[src/rtl/note_player_if.sv]
// Note-fetch handshake between the sequencer (master) and the note player (slave).
interface note_player_if #(
    parameter int unsigned NOTE_W = 6,
    parameter int unsigned DUR_W  = 6
);
    logic              new_note;
    logic [NOTE_W-1:0] note_in;
    logic [DUR_W-1:0]  duration_in;
    logic              note_done;

    modport master (
        output new_note,
        output note_in,
        output duration_in,
        input  note_done
    );

    modport slave (
        input  new_note,
        input  note_in,
        input  duration_in,
        output note_done
    );
endinterface

[src/rtl/note_player.sv]
// Plays one note at a time: times its duration in beats while driving a square-wave tone
// whose half-period is looked up from an external ROM addressed by note_out.
module note_player #(
    parameter int unsigned NOTE_W = 6,
    parameter int unsigned DUR_W  = 6,
    parameter int unsigned HP_W   = 16
) (
    input  logic              clk,
    input  logic              reset,
    input  logic              play,
    input  logic              beat,
    input  logic [HP_W-1:0]   half_period,
    note_player_if.slave      seq,
    output logic [NOTE_W-1:0] note_out,
    output logic              tone_out,
    output logic              busy
);

    typedef enum logic [1:0] {StIdle, StPlaying, StDone} state_e;

    state_e            state_q, state_d;
    logic [NOTE_W-1:0] note_q, note_d;
    logic [DUR_W-1:0]  dur_q, dur_d;
    logic [DUR_W-1:0]  beat_cnt_q, beat_cnt_d;
    logic [HP_W-1:0]   tone_cnt_q, tone_cnt_d;
    logic              tone_q, tone_d;

    always_ff @(posedge clk or posedge reset) begin
        if (reset) begin
            state_q    <= StIdle;
            note_q     <= '0;
            dur_q      <= '0;
            beat_cnt_q <= '0;
            tone_cnt_q <= '0;
            tone_q     <= 1'b0;
        end else begin
            state_q    <= state_d;
            note_q     <= note_d;
            dur_q      <= dur_d;
            beat_cnt_q <= beat_cnt_d;
            tone_cnt_q <= tone_cnt_d;
            tone_q     <= tone_d;
        end
    end

    always_comb begin
        state_d    = state_q;
        note_d     = note_q;
        dur_d      = dur_q;
        beat_cnt_d = beat_cnt_q;
        tone_cnt_d = tone_cnt_q;
        tone_d     = tone_q;
        unique case (state_q)
            StIdle: begin
                if (seq.new_note && play) begin
                    note_d     = seq.note_in;
                    dur_d      = seq.duration_in;
                    beat_cnt_d = '0;
                    tone_cnt_d = '0;
                    tone_d     = 1'b0;
                    state_d    = (seq.duration_in != '0) ? StPlaying : StDone;
                end
            end
            StPlaying: begin
                if (!play) begin
                    state_d = StIdle;
                    tone_d  = 1'b0;
                end else begin
                    if (note_q == '0 || half_period == '0) begin
                        tone_cnt_d = '0;
                        tone_d     = 1'b0;
                    end else if (tone_cnt_q == half_period - HP_W'(1)) begin
                        tone_cnt_d = '0;
                        tone_d     = ~tone_q;
                    end else begin
                        tone_cnt_d = tone_cnt_q + HP_W'(1);
                    end
                    // Silence on the way into DONE overrides any toggle due on the same edge.
                    if (beat) begin
                        if (beat_cnt_q == dur_q - DUR_W'(1)) begin
                            state_d = StDone;
                            tone_d  = 1'b0;
                        end else begin
                            beat_cnt_d = beat_cnt_q + DUR_W'(1);
                        end
                    end
                end
            end
            StDone: begin
                state_d = StIdle;
                tone_d  = 1'b0;
            end
            default: state_d = StIdle;
        endcase
    end

    assign note_out      = note_q;
    assign tone_out      = tone_q;
    assign busy          = (state_q == StPlaying);
    assign seq.note_done = (state_q == StDone);

endmodule

[src/flat_wrapper.sv]
// flat-port wrapper written by rule: the top's interface ports become plain ports
module note_player_flat 
#(
    parameter int unsigned NOTE_W = 6,
    parameter int unsigned DUR_W  = 6,
    parameter int unsigned HP_W   = 16
)
  (clk, reset, play, beat, half_period, note_out, tone_out, busy, seq_new_note, seq_note_in, seq_duration_in, seq_note_done);
  note_player_if #(.NOTE_W(NOTE_W), .DUR_W(DUR_W)) seq_i ();
  input  logic clk;
  input  logic reset;
  input  logic play;
  input  logic beat;
  input  logic [HP_W-1:0] half_period;
  output logic [NOTE_W-1:0] note_out;
  output logic tone_out;
  output logic busy;
  input wire logic [$bits(seq_i.new_note)-1:0] seq_new_note;
  input wire logic [$bits(seq_i.note_in)-1:0] seq_note_in;
  input wire logic [$bits(seq_i.duration_in)-1:0] seq_duration_in;
  output wire logic [$bits(seq_i.note_done)-1:0] seq_note_done;
  assign seq_i.new_note = seq_new_note;
  assign seq_i.note_in = seq_note_in;
  assign seq_i.duration_in = seq_duration_in;
  assign seq_note_done = seq_i.note_done;
  note_player #(.NOTE_W(NOTE_W), .DUR_W(DUR_W), .HP_W(HP_W)) u_core (.clk(clk), .reset(reset), .play(play), .beat(beat), .half_period(half_period), .seq(seq_i), .note_out(note_out), .tone_out(tone_out), .busy(busy));
endmodule
[config.mk]
export PLATFORM = sky130hd
export DESIGN_NAME = note_player_flat
export DESIGN_NICKNAME = d
export VERILOG_FILES = /design/src/rtl/note_player_if.sv /design/src/rtl/note_player.sv /design/src/flat_wrapper.sv
export SDC_FILE = /design/constraint.sdc
export NUM_CORES = 1
export LEC_CHECK = 0
export ABC_AREA = 1
export BUFFER_PORTS_ARGS = -buffer_cell sky130_fd_sc_hd__buf_2
export CAP_MARGIN = 20
export CORE_MARGIN = 2
export CORE_UTILIZATION = 55
export CTS_BUF_LIST = sky130_fd_sc_hd__clkbuf_4 sky130_fd_sc_hd__clkbuf_8
export DETAILED_ROUTE_END_ITERATION = 8
export GPL_TIMING_DRIVEN = 0
export PLACE_DENSITY = 0.89
export SETUP_SLACK_MARGIN = 0.02
export SLEW_MARGIN = 5
export SYNTH_ARGS = -nofsm -noshare
export SYNTH_HDL_FRONTEND = slang
export SYNTH_SLANG_ARGS = --single-unit
[constraint.sdc]
create_clock -name clk -period 2.7 [get_ports clk]
set_input_delay 0.405 -clock clk [delete_from_list [all_inputs] [get_ports clk]]
set_output_delay 0.405 -clock clk [all_outputs]
set_load 0.01 [all_outputs]
==> results.py <==
metrics = {
    "run_status": {
        "status": "completed",
    },
    "detailed_routing": {
        "detail_route.iter0.violations": 119,
        "detail_route.drc_violations": 0,
        "drt-total-wl_um": 6080,
        "detail_route.first_pass.iterations": 4,
        "drt-vias-per-instance": 4.98,
        "detailroute.via_count": 2622,
        "drtAntennaViolNets": 0,
        "wl_per_cell_um": 11.5,
    },
    "synthesis": {
        "synth_cell_types": 33,
        "syn_area_um2": 2840,
        "yosysTopAreaCell": "dfrtp_1",
        "ys_seq_area_frac": 0.326,
        "syn_nets": 445,
        "postSynthAreaPerCell_um2": 6.95,
        "synth_cells": 408,
        "synth-seq-cells": 37,
        "yosys-top-cells-area": "dfrtp_1 (33%), nand2_1 (19%), inv_1 (6.2%), nor2_1 (5.6%), xor2_1 (5.6%)",
        "synth_top_area_frac": 0.326,
        "synth.yosys.warnings": 0,
    },
    "floorplanning": {
        "chipHeight_um": 75.8,
        "fp-row-count": 26,
        "io_pins": 42,
        "die-area_um2": 5750,
        "floorplan.initialDensity": 0.563,
        "floorplan.die.width_um": 75.8,
        "coreArea_um2": 5040,
    },
    "placement": {
        "place.detailed.hpwl_um": 4670,
        "numPortBuffers": 41,
        "detailed_place.area_um2": 3130,
        "preCtsSetupSlack_ps": 374,
        "globalplace.congestion": 0.879,
    },
    "critical_path": {
        "setup.worst_path.end_class": "flip-flop",
        "critical_path_peak_fanout": 10,
        "critical_path_arrival_ps": 2200,
        "reg2reg_depth": 12,
        "critPathKind": "input pin to flip-flop",
        "r2r_slack_ps": 700,
        "launch_point_of_the_worst_reg_to_reg_path": "u_core.tone_cnt_q[0]$_DFFE_PP0P_",
        "worstReg2RegEnd": "u_core.tone_cnt_q[14]$_DFFE_PP0P_",
        "crit_required_ps": 2880,
        "kind_of_start_point_of_the_critical_path": "input pin",
    },
    "clocking": {
        "cts-buffers-inserted": 5,
        "post_cts.resized_instances": 0,
        "tritoncts_clock_tree": "yes",
        "clkLatencyLatePin_ps": 300,
        "post_cts.repair.setup_buffers": 0,
        "cts_root_buf": "clkbuf_8",
        "cts_hold_repair.buffers": 0,
        "clock_tree.htree_level_count": 2,
        "clock_sinks": 37,
        "clk_pin_slew_ps": 80,
        "cts_buffer_depth": 2,
    },
    "global_routing": {
        "grt_pass1_wl_um": 10300,
        "global_route.usage.total": 0.234,
        "grt_overflow_total": 0,
        "grt_antenna_before_repair": 0,
        "grt_start_max_net_pins": 38,
        "first_global_vias": 2521,
    },
    "sta": {
        "achievable-frequency_mhz": 494,
        "hold_ws_ps": 237,
        "period_share": 0.750,
        "tightest_slew_ps": 757,
        "final-setup-viol-count": 0,
        "fin_ws_ps": 676,
        "maxSlewHeadroom": 0.494,
        "finClkSkew_ps": 7.43,
        "drv_slew": 0,
        "unrepaired_setup_endpoints_after_global_routing": "no",
        "final.min_clock_period_ps": 2020,
        "finalSetupTns_ps": 0,
        "final-hold-violation-count": 0,
    },
    "power_and_ir_drop": {
        "total_power_divided_by_cell_area_nw_per_um2": 763,
        "max-vdd-ir-drop_v": 0.000723,
        "power_mw": 2.45,
        "leakage_nw": 1.68,
    },
    "final_layout": {
        "final_stage_net_count": 493,
        "layout_common_cells": "nand2_1 (144), inv_1 (46), nor2_1 (42), buf_2 (42), dfrtp_1 (37)",
        "final_layout_size_suffix_gt1_frac": 0.199,
        "final_instance_area_um2": 3220,
        "area.growth.synth_to_final_pct": 13.4,
        "mostFrequentLayoutCell": "nand2_1",
        "insertedDiodeCount": 0,
    },
    "hold_path": {
        "worst_hold_path_type": "input pin to async pin",
    },
    "job": {
        "drv_cap": 0,
    },
}
## cells by family (layout without fill, tap and decap cells)
kind of cell               Yosys count  after routing  share of synthesized area
and+or+nand+nor                    255            255                      0.401
buffers and inverters               57            106                     0.0829
DFF                                 37             37                      0.326
xor gates and xnor gates            29             29                     0.0944
AOI/OAI and AO/OA                   26             26                     0.0781
adders and majority gates            4              4                     0.0176
## area by class of cell
| type | instances | area, um2 |
|---|---|---|
| Clock inverter | 2 | 10.0 |
| Sequential cell | 37 | 926 |
| Tap cell | 70 | 87.6 |
| Fill cell | 439 | 1830 |
| Buffer | 7 | 47.5 |
| Multi-Input combinational cell | 314 | 1680 |
| Inverter | 50 | 188 |
| Timing Repair Buffer | 41 | 205 |
| Clock buffer | 6 | 76.3 |
## worst max-delay path by stage
stage | from | to | slack [ps] | cells past startpoint
2_1_floorplan | half_period[0] | u_core.tone_cnt_q[2]$_DFFE_PP0P_ | 760 | 14
3_3_place_gp | half_period[0] | u_core.tone_cnt_q[9]$_DFFE_PP0P_ | 420 | 15
3_5_place_dp | half_period[0] | u_core.tone_cnt_q[9]$_DFFE_PP0P_ | 370 | 15
4_1_cts | half_period[0] | u_core.tone_cnt_q[9]$_DFFE_PP0P_ | 690 | 15
5_1_grt | u_core.tone_cnt_q[0]$_DFFE_PP0P_ | u_core.tone_cnt_q[14]$_DFFE_PP0P_ | 410 | 12
6_report | half_period[0] | u_core.tone_cnt_q[9]$_DFFE_PP0P_ | 680 | 15
## flip-flops by register name (all words and copies together), names as in the netlist
| register | flops |
|---|---|
| u_core.dur_q | 6 |
| u_core.state_q | 2 |
| u_core.tone_cnt_q | 16 |
| u_core.note_out | 6 |
| u_core.beat_cnt_q | 6 |
| u_core.tone_out | 1 |
## where the power goes
part / leakage (nW) / internal, mW / switching [mW]
Sequential: 0.490 / 0.734 / 0.202
Combinational: 1.14 / 0.459 / 0.666
Clock: 0.0484 / 0.189 / 0.204
## per-stage QoR
step	utilization	instances
3_5_place_dp	0.621	519
5_1_grt	0.638	527
3_3_place_gp	0.621	519
2_1_floorplan	-	408
4_1_cts	0.638	527
6_report	0.638	527
## per-layer routing
metal / GRT usage / routed length, um / up-vias
li1: - / - / 1373
met1: 0.277 / 2840 / 1189
met2: 0.429 / 2890 / 51
met3: 0.0450 / 264 / 9
met4: 0.0604 / 84 / 0
met5: 0 / 0 / -
## Yosys cell counts
cell,count
o21ai_0,8
clkinv_1,1
dfrtp_1,37
o22ai_1,2
o21bai_1,2
nor4_1,3
nand4_1,5
o21ai_1,1
nand2_4,2
buf_2,1
nor2_1,42
nor2_8,1
inv_1,47
nand2_1,144
nand3b_1,5
xor2_1,18
nor3b_1,1
a21oi_1,1
o211a_1,1
nor2_2,9
ha_1,4
xnor3_1,1
buf_12,1
a21oi_2,1
nor3_1,2
inv_2,2
xnor2_1,10
clkbuf_2,3
nand2_2,8
o22ai_2,10
nor2_4,3
nand3_1,30
clkbuf_1,2
## critical path, cell delays in order
cell	delay, ps
buf_2	110
inv_1	160
ha_1	230
nand2_2	90
nor2_2	110
nand2_2	90
nor2_2	110
nand2_1	100
nand3_1	90
nand3_1	90
nor2_2	170
nand2_2	110
nand2_4	100
buf_12	150
o22ai_2	70
Note: power is estimated with default switching activity, not from simulation.
